**src/rtl/c1_bus_master.sv**
```systemverilog
// C1 cache-bus requester: takes CPU read/write requests and runs the split-phase
// C1 handshake (command, offset, turnaround, response beats), returning read data
// with an error flag and keeping saturating request/wait/timeout statistics.
module c1_bus_master #(
  parameter int unsigned TAG_W    = 10,
  parameter int unsigned SET_W    = 5,
  parameter int unsigned OFFSET_W = 4,
  parameter int unsigned D1_W     = 16,
  parameter int unsigned CTR_W    = 3,
  parameter int unsigned TIMEOUT  = 64
) (
  input  logic                         clk,
  input  logic                         rst_n,
  input  logic                         req_valid,
  output logic                         req_ready,
  input  logic [2:0]                   req_op,
  input  logic [TAG_W+SET_W+OFFSET_W-1:0] req_addr,
  input  logic [31:0]                  req_wdata,
  output logic                         rsp_valid,
  output logic [31:0]                  rsp_rdata,
  output logic                         rsp_err,
  output logic [TAG_W+SET_W-1:0]       a1_out,
  output logic [CTR_W-1:0]             c1_out,
  output logic                         c1_oe,
  input  logic [CTR_W-1:0]             c1_in,
  output logic [D1_W-1:0]              d1_out,
  output logic                         d1_oe,
  input  logic [D1_W-1:0]              d1_in,
  output logic [31:0]                  stat_req,
  output logic [31:0]                  stat_wait,
  output logic [31:0]                  stat_timeout
);

  localparam int unsigned AW       = TAG_W + SET_W + OFFSET_W;
  localparam int unsigned A1_W     = TAG_W + SET_W;
  localparam int unsigned D1_BYTES = D1_W / 8;
  localparam logic [CTR_W-1:0] CmdNone     = '0;
  localparam logic [CTR_W-1:0] CmdResponse = CTR_W'(7);

  typedef enum logic [2:0] {StIdle, StCmd, StAddr, StWait, StRdata, StRel, StErr} state_e;

  // Transfer size in bytes from op[1:0]: 1, 2 or 4.
  function automatic logic [2:0] size_bytes(input logic [2:0] op);
    case (op[1:0])
      2'd1:    return 3'd1;
      2'd2:    return 3'd2;
      default: return 3'd4;
    endcase
  endfunction

  // Number of D1 beats needed for one transfer, at least one.
  function automatic logic [2:0] beat_count(input logic [2:0] op);
    int unsigned n;
    n = 32'(size_bytes(op));
    if (n > D1_BYTES) return 3'(n / D1_BYTES);
    return 3'd1;
  endfunction

  // Keeps only the bytes belonging to the transfer size.
  function automatic logic [31:0] size_mask(input logic [2:0] op);
    case (op[1:0])
      2'd1:    return 32'h0000_00FF;
      2'd2:    return 32'h0000_FFFF;
      default: return 32'hFFFF_FFFF;
    endcase
  endfunction

  function automatic logic [31:0] sat_inc(input logic [31:0] x);
    return (x == 32'hFFFF_FFFF) ? x : x + 32'd1;
  endfunction

  state_e        state_q, state_d;
  logic [2:0]    op_q, op_d;
  logic [AW-1:0] addr_q, addr_d;
  logic [31:0]   wdata_q, wdata_d;
  logic [31:0]   rdata_q, rdata_d;
  logic          err_q, err_d;
  logic [2:0]    beat_q, beat_d;
  logic [31:0]   wait_q, wait_d;
  logic [31:0]   stat_req_q, stat_wait_q, stat_timeout_q;
  logic          req_inc, wait_inc, to_inc;

  logic [2:0]      nbeats;
  logic            req_legal, req_aligned;
  logic [D1_W-1:0] wbeat;

  assign nbeats      = beat_count(op_q);
  assign req_legal   = (req_op[1:0] != 2'd0);
  assign req_aligned = (req_addr[OFFSET_W-1:0] &
                        OFFSET_W'(size_bytes(req_op) - 3'd1)) == '0;
  assign wbeat       = D1_W'(wdata_q >> (32'(beat_q) * D1_W));

  // State and datapath registers.
  always_ff @(posedge clk or negedge rst_n) begin
    if (!rst_n) begin
      state_q        <= StIdle;
      op_q           <= '0;
      addr_q         <= '0;
      wdata_q        <= '0;
      rdata_q        <= '0;
      err_q          <= 1'b0;
      beat_q         <= '0;
      wait_q         <= '0;
      stat_req_q     <= '0;
      stat_wait_q    <= '0;
      stat_timeout_q <= '0;
    end else begin
      state_q <= state_d;
      op_q    <= op_d;
      addr_q  <= addr_d;
      wdata_q <= wdata_d;
      rdata_q <= rdata_d;
      err_q   <= err_d;
      beat_q  <= beat_d;
      wait_q  <= wait_d;
      if (req_inc)  stat_req_q     <= sat_inc(stat_req_q);
      if (wait_inc) stat_wait_q    <= sat_inc(stat_wait_q);
      if (to_inc)   stat_timeout_q <= sat_inc(stat_timeout_q);
    end
  end

  // Next-state and datapath updates for the protocol sequence.
  always_comb begin
    state_d  = state_q;
    op_d     = op_q;
    addr_d   = addr_q;
    wdata_d  = wdata_q;
    rdata_d  = rdata_q;
    err_d    = err_q;
    beat_d   = beat_q;
    wait_d   = wait_q;
    req_inc  = 1'b0;
    wait_inc = 1'b0;
    to_inc   = 1'b0;
    unique case (state_q)
      StIdle: begin
        if (req_valid) begin
          op_d    = req_op;
          addr_d  = req_addr;
          wdata_d = req_wdata;
          rdata_d = '0;
          err_d   = 1'b0;
          beat_d  = '0;
          wait_d  = '0;
          req_inc = 1'b1;
          state_d = (req_legal && req_aligned) ? StCmd : StErr;
        end
      end
      StCmd: begin
        beat_d  = 3'd1;
        state_d = StAddr;
      end
      StAddr: begin
        // Always at least one ADDR cycle, even when there is no second write beat.
        if (beat_q >= nbeats - 3'd1) state_d = StWait;
        else                         beat_d  = beat_q + 3'd1;
      end
      StWait: begin
        wait_inc = 1'b1;
        wait_d   = wait_q + 32'd1;
        // A response beats a timeout that would fire in the same cycle.
        if (c1_in == CmdResponse) begin
          if (op_q[2]) begin
            state_d = StRel;
          end else begin
            rdata_d = 32'(d1_in) & size_mask(op_q);
            beat_d  = 3'd1;
            state_d = (nbeats > 3'd1) ? StRdata : StRel;
          end
        end else if (TIMEOUT != 0 && wait_q == TIMEOUT - 1) begin
          err_d   = 1'b1;
          to_inc  = 1'b1;
          state_d = StRel;
        end
      end
      StRdata: begin
        rdata_d = rdata_q | (32'(d1_in) << (32'(beat_q) * D1_W));
        if (beat_q == nbeats - 3'd1) state_d = StRel;
        else                         beat_d  = beat_q + 3'd1;
      end
      StRel:   state_d = StIdle;
      StErr:   state_d = StIdle;
      default: state_d = StIdle;
    endcase
  end

  // Bus drive and response outputs, decoded from the current state.
  always_comb begin
    req_ready = (state_q == StIdle);
    rsp_valid = 1'b0;
    rsp_err   = 1'b0;
    rsp_rdata = '0;
    a1_out    = '0;
    c1_out    = '0;
    c1_oe     = 1'b0;
    d1_out    = '0;
    d1_oe     = 1'b0;
    unique case (state_q)
      StCmd: begin
        c1_oe  = 1'b1;
        c1_out = CTR_W'(op_q);
        a1_out = addr_q[AW-1:OFFSET_W];
        d1_oe  = op_q[2];
        d1_out = op_q[2] ? wbeat : '0;
      end
      StAddr: begin
        c1_oe  = 1'b1;
        c1_out = CTR_W'(op_q);
        a1_out = A1_W'(addr_q[OFFSET_W-1:0]);
        d1_oe  = op_q[2] && (beat_q < nbeats);
        d1_out = d1_oe ? wbeat : '0;
      end
      StRel: begin
        c1_oe     = 1'b1;
        c1_out    = CmdNone;
        rsp_valid = 1'b1;
        rsp_err   = err_q;
        rsp_rdata = (err_q || op_q[2]) ? 32'd0 : rdata_q;
      end
      StErr: begin
        rsp_valid = 1'b1;
        rsp_err   = 1'b1;
      end
      default: ;
    endcase
  end

  assign stat_req     = stat_req_q;
  assign stat_wait    = stat_wait_q;
  assign stat_timeout = stat_timeout_q;

endmodule
```
**config.mk**
```make
export PLATFORM = sky130hd
export DESIGN_NAME = c1_bus_master
export DESIGN_NICKNAME = d
export VERILOG_FILES = /design/src/rtl/c1_bus_master.sv
export SDC_FILE = /design/constraint.sdc
export NUM_CORES = 1
export LEC_CHECK = 0
export CAP_MARGIN = 5
export CELL_PAD_IN_SITES_DETAIL_PLACEMENT = 2
export CELL_PAD_IN_SITES_GLOBAL_PLACEMENT = 2
export CORE_ASPECT_RATIO = 0.9
export CORE_MARGIN = 4
export CORE_UTILIZATION = 33
export CTS_CLUSTER_DIAMETER = 150
export DETAILED_ROUTE_END_ITERATION = 7
export PLACE_DENSITY = 0.83
export SYNTH_ARGS = -nofsm -noshare
export SYNTH_HDL_FRONTEND = slang
export SYNTH_SLANG_ARGS = --single-unit
```
**constraint.sdc**
```tcl
create_clock -name clk -period 3.1 [get_ports clk]
set_input_delay 0.31 -clock clk [delete_from_list [all_inputs] [get_ports clk]]
set_output_delay 0.31 -clock clk [all_outputs]
set_load 0.05 [all_outputs]
```
==> impl_metrics.json, run 1 <==
{
  "cts-root-buf": "clkbuf_16",
  "clock-skew-final_ps": 22.0,
  "syn_area_per_cell_um2": 9.69,
  "fp.dieH_um": 178,
  "cts_buffers": 26,
  "grt.total_usage": 0.213,
  "min_path_type": "primary input to flip-flop",
  "coreArea_um2": 31300,
  "synth_edf_count": 0,
  "grt_pass1_vias": 10519,
  "routed_wl_um": 38000,
  "place_ws_ps": 349,
  "start_util": 0.339,
  "num_vias": 9439,
  "max_freq_ghz": 0.328,
  "arrival_ps": 2740,
  "synth_nets": 1180,
  "r2r_setup_slack_ps": 590,
  "post-route-util": 0.466,
  "fin_nets": 1441,
  "drtIter0Drc": 304,
  "powerDensity_nw_per_um2": 735,
  "synth_cells": 1093,
  "cp.required_ps": 2790,
  "clk_latency_ps": 540,
  "grt-ovfl-total": 0,
  "syn_area_um2": 10600,
  "io_pins": 243,
  "synth_cell_types": 52,
  "async_flop_share": 1.00,
  "end_kind": "output pin",
  "post_dp_cell_area_um2": 13600,
  "routedWlPerCell_um": 21.3,
  "cts_tree": "done",
  "clock_path_buffers": 3,
  "r2r-end": "stat_req[13]$_DFFE_PN0P_",
  "hpwl_um": 26900,
  "final_cell_mix": "dfrtp_1, nand2_1, clkdlybuf4s50_1, xnor2_1, nand3_1",
  "drive_above_1_share": 0.108,
  "synthToLayoutAreaGrowth_pct": 37.5,
  "rsz0062_at_grt": "true",
  "finalSetupViolCount": 0,
  "worstSetupStartpoint": "op_q[1]$_DFFE_PN0P_",
  "reg2reg_depth": 5,
  "h-tree-depth": 1,
  "cts_sinks": 221,
  "path_class": "flip-flop to output pin",
  "worst_pin_slew_ps": 908,
  "hold_violations": 0,
  "multi_input_area_um2": 4880,
  "critPathCapture": "d1_out[11]",
  "grt_max_degree": 85,
  "clk_pin_slew_ps": 60,
  "power_mw": 10.7,
  "drt_first_pass_iters": 4,
  "die_w_um": 197,
  "cp_max_fo": 16,
  "n_fill_cell": 3311,
  "leakage_nw": 6.63,
  "gp_congestion": 0.761,
  "grt_pass1_wl_um": 60700,
  "period_needed_ps": 3050,
  "cp-start-kind": "flip-flop",
  "drv_slew": 0,
  "io_buffers": 242,
  "drc_errors": 0,
  "ff_latch_area_um2": 5530,
  "design_area_um2": 14600,
  "synthFlopType": "dfrtp_1",
  "drtAntennaViolNets": 0,
  "slew_headroom": 0.395,
  "routed_via_density": 5.29,
  "rows": 61,
  "final_common_cell": "dfrtp_1",
  "dieArea_um2": 35000,
  "drv_cap": 0,
  "period_share": 0.983,
  "ys_warn_count": 0,
  "status": "finished clean",
  "rr_startpoint": "state_q[2]$_DFFE_PN0P_",
  "antenna_found_initial": 2,
  "finalWorstSetupSlack_ps": 52.2,
  "ys_seq_elements": 221,
  "yosysSeqAreaShare": 0.522,
  "vdd_drop_max_mv": 0.419
}
==> cell usage after synthesis (all sizes together), types with 4 or more instances <==
cell type / instances / share of area
a21oi: 31 / 0.015
a22o: 16 / 0.013
a22oi: 4 / 0.0028
and2: 52 / 0.031
and3: 35 / 0.021
and4: 12 / 0.0099
buf: 5 / 0.0024
clkbuf: 36 / 0.013
dfrtp: 221 / 0.52
ha: 11 / 0.013
inv: 15 / 0.0053
mux2i: 25 / 0.024
nand2: 217 / 0.077
nand2b: 8 / 0.0047
nand3: 76 / 0.036
nand4: 54 / 0.032
nor2: 60 / 0.021
nor2b: 6 / 0.0035
nor3: 16 / 0.0096
nor4: 18 / 0.013
o211ai: 11 / 0.0078
o21ai: 25 / 0.012
o31ai: 9 / 0.0064
or2: 4 / 0.0024
xnor2: 78 / 0.064
xor2: 11 / 0.0091
==> registers in the layout, indices dropped and copies added (netlist names) <==
register / cells
beat_q: 3
err_q: 1
stat_wait: 32
stat_timeout: 32
addr_q: 19
op_q: 3
state_q: 3
wdata_q: 32
rdata_q: 32
wait_q: 32
stat_req: 32
==> power breakdown <==
group	internal [mW]	total [mW]	switching (mW)
sequential	3.47	3.95	0.480
clock	1.97	3.22	1.25
combinational	1.24	3.54	2.30
total	6.68	10.7	4.03
==> layer usage <==
metal  routed length [µm]  vias to the layer above  track usage
met5                   13                        -            0
met1                15700                     4925        0.265
met4                  738                        2       0.0427
met3                 1570                       45       0.0453
li1                     -                     4321            -
met2                20000                      146        0.385
==> cells by family after synthesis <==
| kind of cell | after synthesis | synth area share |
|---|---|---|
| buf+inv | 56 | 0.0204 |
| xor+xnor | 89 | 0.0736 |
| mux | 28 | 0.0268 |
| compound gates | 115 | 0.0717 |
| fa+ha+maj | 11 | 0.0130 |
| simple gates | 573 | 0.273 |
| flops | 221 | 0.522 |
==> final cells by class <==
type / count / share of cell area
diodes: 1 / 0.000172
clock buffers: 42 / 0.0564
clock inverters: 6 / 0.00549
inverters: 15 / 0.00386
multi-input cells: 816 / 0.335
flip-flops and latches: 221 / 0.379
well taps: 409 / 0.0351
repair buffers: 274 / 0.185
==> how the worst min path moves through the flow <==
| stage | depth (start not counted) | slack (ps) | to | from |
|---|---|---|---|---|
| after floorplan | 0 | 10 | addr_q[0]$_DFFE_PN0P_ | rst_n |
| after global placement | 1 | 370 | wdata_q[21]$_DFFE_PN0P_ | rst_n |
| after detailed placement | 1 | 360 | wdata_q[21]$_DFFE_PN0P_ | rst_n |
| after CTS | 3 | 290 | wdata_q[5]$_DFFE_PN0P_ | req_wdata[5] |
| after global routing | 3 | 310 | wdata_q[7]$_DFFE_PN0P_ | req_wdata[7] |
| final | 3 | 300 | wdata_q[5]$_DFFE_PN0P_ | req_wdata[5] |
==> timing repair <==
| item | in CTS | in global routing |
|---|---|---|
| hold endpoints to repair | 77 | 0 |
| setup buffers | 0 | 1 |
| resized for setup | 2 | 13 |
| hold buffers | 1 | 0 |
| setup endpoints to repair | 16 | 19 |
==> critical path: stages (launching register included) <==
cell	delay, ps
dfrtp_1	380
inv_1	60
ha_1	290
inv_1	80
ha_1	290
a211oi_1	250
o211a_1	250
nand2_4	160
nor2_1	270
buf_12	170
==> metrics by stage <==
step / std cells / hold WS [ps] / TNS [ps]
5_1_grt: 1784 / 311 / -1030
3_5_place_dp: 1733 / 360 / 0
4_1_cts: 1782 / 287 / 0
6_report: 1784 / 301 / 0
2_1_floorplan: 1093 / 14.4 / 0
3_3_place_gp: 1733 / 365 / 0
Note: power is estimated with default switching activity, not from simulation.
==> run 2, diff against run 1 <==
--- a/config.mk
+++ b/config.mk
@@ -9,7 +9,7 @@
 export CELL_PAD_IN_SITES_DETAIL_PLACEMENT = 2
 export CELL_PAD_IN_SITES_GLOBAL_PLACEMENT = 2
 export CORE_ASPECT_RATIO = 0.9
-export CORE_MARGIN = 4
+export CORE_MARGIN = 1.5
 export CORE_UTILIZATION = 33
 export CTS_CLUSTER_DIAMETER = 150
 export DETAILED_ROUTE_END_ITERATION = 7
==> impl_metrics.json, run 2 (synthesis results as in run 1) <==
{
  "clock_path_buffers": 3,
  "critPathSlowestCell": "dfrtp_1",
  "post-route-util": 0.457,
  "powerDensity_nw_per_um2": 727,
  "busiest_layer": "met2",
  "fin_nets": 1436,
  "fin_hold_ws_ps": 296,
  "drive_above_1_share": 0.0892,
  "min_path_type": "primary input to asynchronous set/reset pin",
  "gp_congestion": 0.776,
  "design_area_um2": 14500,
  "cp.required_ps": 2790,
  "routedWlPerCell_um": 20.2,
  "cpPeakStageDelay_ps": 370,
  "grt.met1_usage": 0.275,
  "rows": 62,
  "antenna_found_initial": 1,
  "slew_headroom": 0.331,
  "drtIter0Drc": 372,
  "grt_pass1_wl_um": 58800,
  "n_fill_cell": 3351,
  "h-tree-depth": 1,
  "place_ws_ps": 458,
  "io_buffers": 242,
  "critPathBufInv": 5,
  "worst_pin_slew_ps": 1000,
  "postCtsSetupBuffers": 0,
  "synthToLayoutAreaGrowth_pct": 36.8,
  "max_freq_ghz": 0.335,
  "start_util": 0.334,
  "drt_first_pass_iters": 4,
  "die_w_um": 192,
  "cp_cell_sequence": "inv_1 -> ha_1 -> inv_2 -> ha_1 -> inv_1 -> a211oi_1 -> o211a_1 -> nand2_1 -> buf_6 -> nor2_2 -> buf_6",
  "diodes": 0,
  "arrival_ps": 2670,
  "hold_violations": 0,
  "drc_errors": 0,
  "num_vias": 9326,
  "clk_latency_ps": 540,
  "grt_pass1_vias": 10425,
  "drv_cap": 0,
  "final_common_cell": "dfrtp_1",
  "vdd_drop_max_mv": 0.480,
  "hpwl_um": 25300,
  "status": "finished clean",
  "cts_tree": "done",
  "leakage_nw": 6.73,
  "use_met3": 0.0463,
  "cts_sinks": 221,
  "period_share": 0.963,
  "fp.dieH_um": 173,
  "grt-ovfl-total": 0,
  "drv_slew": 0,
  "multi_input_area_um2": 4900,
  "end_kind": "output pin",
  "grt_use_met2": 0.387,
  "path_class": "flip-flop to output pin",
  "grt.total_usage": 0.221,
  "final_cell_mix": "dfrtp_1, nand2_1, clkdlybuf4s50_1, xnor2_1, nand3_1",
  "io_pins": 243,
  "post_dp_cell_area_um2": 13600,
  "finalWorstSetupSlack_ps": 116,
  "cp-start-kind": "flip-flop",
  "power_mw": 10.5,
  "routed_wl_um": 36100,
  "crit_family": "buffers and inverters",
  "ff_latch_area_um2": 5530,
  "cts-root-buf": "clkbuf_16",
  "clock-skew-final_ps": 26.4,
  "grt_max_degree": 91,
  "clk_pin_slew_ps": 60,
  "coreArea_um2": 31700,
  "drtAntennaViolNets": 0,
  "routed_via_density": 5.23,
  "cp_max_fo": 16,
  "dieArea_um2": 33200,
  "finalSetupViolCount": 0,
  "period_needed_ps": 2980,
  "cts_buffers": 26
}
==> run 2: cell count changes in the layout (fill, tap and decap cells not counted), sizes merged <==
cell / change
inv: +1
clkdlybuf4s50: -12
dlymetal6s2s: +2
buf: -37
clkinvlp: +2
diode: -1
clkinv: +1
clkbuf: -5
bufinv: -1
dlygate4sd2: +42
==> run 2: per-stage QoR <==
step | TNS (ps) | cells
floorplan | 0 | 1093
global placement | 0 | 1736
detailed placement | 0 | 1736
CTS | -9.48 | 1783
global route | -1.80 | 1783
finish | 0 | 1783
==> run 2: area by class of cell <==
class	instances	share of cell area
Sequential cell	221	0.382
Multi-Input combinational cell	816	0.338
Timing Repair Buffer	269	0.181
Clock buffer	37	0.0532
Tap cell	416	0.0359
Clock inverter	9	0.00665
Inverter	15	0.00388
==> run 2: per-layer routing <==
metal,wire [µm],vias to the layer above
met2,18600,160
met5,0,-
met1,15000,4800
met3,1610,52
li1,-,4314
met4,897,0
==> run 2: path summary, 6_finish.rpt <==
check	end	slack, ps	cells past startpoint	start
setup / recovery	d1_out[7]	120	11	op_q[1]$_DFFE_PN0P_
hold / removal	wdata_q[5]$_DFFE_PN0P_	300	2	rst_n
setup reg to reg	wait_q[16]$_DFFE_PN0P_	660	5	state_q[1]$_DFFE_PN0P_
hold reg to reg	addr_q[18]$_DFFE_PN0P_	470	2	addr_q[18]$_DFFE_PN0P_
max in group asynchronous	wait_q[14]$_DFFE_PN0P_	1920	3	rst_n
min in group clk	addr_q[6]$_DFFE_PN0P_	300	3	req_addr[6]
==> run 2: timing repair <==
action                                  CTS  global route
endpoints found under the setup margin   47            24
pin swaps                                 0             0
hold buffers                              1             0
resized for setup                        50            25
endpoints found under the hold margin    61             0
==> run 2: power breakdown <==
part	leakage [nW]	switching [mW]	total [mW]	internal (mW)
sequential	2.96	0.515	3.99	3.47
combinational	3.34	2.26	3.45	1.19
clock	0.425	1.27	3.09	1.82
total	6.73	4.05	10.5	6.48
==> patch, RTL diff (settings of run 2) <==
`SET_W`: 5 -> 10.
--- a/src/rtl/c1_bus_master.sv
+++ b/src/rtl/c1_bus_master.sv
@@ -3,7 +3,7 @@
 // with an error flag and keeping saturating request/wait/timeout statistics.
 module c1_bus_master #(
   parameter int unsigned TAG_W    = 10,
-  parameter int unsigned SET_W    = 5,
+  parameter int unsigned SET_W    = 10,
   parameter int unsigned OFFSET_W = 4,
   parameter int unsigned D1_W     = 16,
   parameter int unsigned CTR_W    = 3,
Interface: changed (resized a1_out and req_addr); port bits go from 243 to 253. The function was not compared with the original's and may differ.
==> patch against run 2 <==
  * The flow now finishes with violations (negative setup slack)
  * Clock skew grew 1.3 ps
  * Final area grew 5.9%
  * Setup slack lost 120 ps
  * Synthesized area grew 3.4%
  * Critical path depth shrank 6
  * Count of clock-buffer cells in the layout grew 3
  * Total power grew 27%
  * Wire length grew 29%
  * Via count grew 4.5%
  * Sequential cell count grew 5
  * Sequential power grew 14%
  * Largest power group is now combinational logic
  * Highest routed layer unchanged
==> patch: results (changes against run 2) <==
Outcome - finished with violations
Failing checks - negative setup slack
LEAKAGE - 6.68 nW (-0.72%)
1st-iter DRT viols - 533 (+43%)
DRT met1 WL - 18900 µm (+26%)
Ant. Diodes - 0 (unchanged)
Avg WL per Cell - 26.7 µm (+32%)
Post-Syn Nets - 1112 (-5.8%)
Top FF cell, synth - dfrtp_1
Avg Cell Area, Syn - 10.7 µm² (+11%)
WL final - 46400 µm (+29%)
Met2 wire length - 23500 µm (+27%)
Met3 WL post-DR - 2510 µm (+56%)
Clock Path Buffers - 3 (unchanged)
Yosys reg bits - 226 (+2.3%)
Max layer used - met4
Clk root buf - clkbuf_16
Sequential-to-total area share from yosys stat - 51.6% (-0.59 points)
Max frequency - 322 MHz (-3.9%)
Ranking of synthesized cells by area - dfrtp_1, mux2_2, xnor2_1
Reg clk slew, reported paths - 70 ps
Distinct cells, synth - 58 (+12%)
Num CTS Buffers - 28 (+7.7%)
Share of layout cells above drive strength 1 - 19.1% (+10 points)
Place WS - 141 ps (-317 ps)
Global-route usage over all layers - 25.0% (+2.9 points)
Initial antenna violation count - 0 (-1)
Critical path's largest stage delay - 850 ps (+480 ps)
Port Buffers - 252 (+4.1%)
TritonRoute pass-1 iters - 5 (+1)
Dpl cells - 1683 (-3.1%)
Via density - 5.61 (+7.2%)
Endpoints failing setup - 1 (+1)
Critical path arrival - 3520 ps (+850 ps)
Global-route wire length before repair - 67000 µm (+14%)
Slowest-stage cell, CP - nor2_1
Slew HR - 28.8% (-4.2 points)
Pin count of the biggest net entering global routing - 89 (-2.2%)
DP HPWL - 26400 µm (+4.4%)
Hold Path Class - input pin to async pin
VDD IR max - 0.000571 V (+19%)
Critical path peak fanout - 6 (-10)
Clock latency at the later pin of the worst-skew pair - 560 ps (+20 ps)
Layout Skew - 27.7 ps (+1.26 ps)
Vias in the first global route - 10696 (+2.6%)
Global placer's final weighted congestion - 0.798 (+2.9%)
Final nets - 1386 (-3.5%)
Final WS setup - -4.46 ps (-120 ps)
Synth cell count leaders - dfrtp_1, nand3_1, xnor2_1
[patch: cell count changes after synthesis, sizes merged, moves of 8 or more]
cell	delta
mux2	+58
nand2	-145
inv	+8
and3	-13
o21ai	-12
nor3	+8
mux2i	+15
[patch: area by class of cell]
class,instances,area [µm²]
Timing Repair Buffer,283,2820
Inverter,23,86.3
Fill cell,3265,17400
Multi-Input combinational cell,732,5240
Clock buffer,40,837
Tap cell,422,528
Clock inverter,12,189
Sequential cell,226,5660
[patch: critical path, delay by kind of cell (launching register included)]
family	cells	cell delay, ps
AO/OA/AOI/OAI	1	610
flip-flops	1	500
AND/OR/NAND/NOR	3	1360
multiplexers	1	490
[patch: worst paths after layout]
| path | start | endpoint | slack (ps) | cells after the start |
|---|---|---|---|---|
| min in group clk | req_addr[22] | addr_q[22] | 380 | 2 |
| hold reg to reg | rdata_q[23] | rdata_q[23] | 500 | 2 |
| max in group asynchronous | rst_n | wdata_q[8] | 1840 | 3 |
| setup reg to reg | beat_q[1] | beat_q[0] | -4 | 5 |
| setup / recovery | beat_q[1] | beat_q[0] | -4 | 5 |
| hold / removal | rst_n | stat_wait[26] | 360 | 2 |
[patch: per-stage QoR]
| step | setup TNS [ps] | cell area, µm² | hold WS, ps |
|---|---|---|---|
| detailed placement | 0 | 14100 | 351 |
| global route | -25.3 | 15400 | 381 |
| CTS | -433 | 15200 | 363 |
| global placement | 0 | 14100 | 356 |
| floorplan | 0 | 11000 | 14.4 |
| finish | -4.46 | 15400 | 363 |
[patch: cell families after synthesis]
family / count (synthesis) / synth area share (%)
AND/OR/NAND/NOR: 432 / 21.6
flip-flops: 226 / 51.6
multiplexers: 101 / 9.92
AO/OA/AOI/OAI: 98 / 6.09
XOR/XNOR: 89 / 7.11
buffers and inverters: 63 / 2.41
adder cells (fa/ha/maj): 11 / 1.26
[patch: where the power goes]
part,switching [W],internal (W)
combinational,0.00324,0.00191
sequential,0.000823,0.00374
clock,0.00143,0.00229
[patch: repair_timing]
item	4_1_cts	5_1_grt
cloned	0	1
setup endpoints to repair	16	18
resized for setup	22	23
hold buffers	1	0
setup buffers	1	0
pin swaps	1	7
endpoints found under the hold margin	82	0
[patch: layer usage]
metal,vias to the layer above,GRT usage (%)
li1,4195,-
met1,5104,31.1
met2,349,43.9
met3,95,5.41
met4,0,6.78
met5,-,0
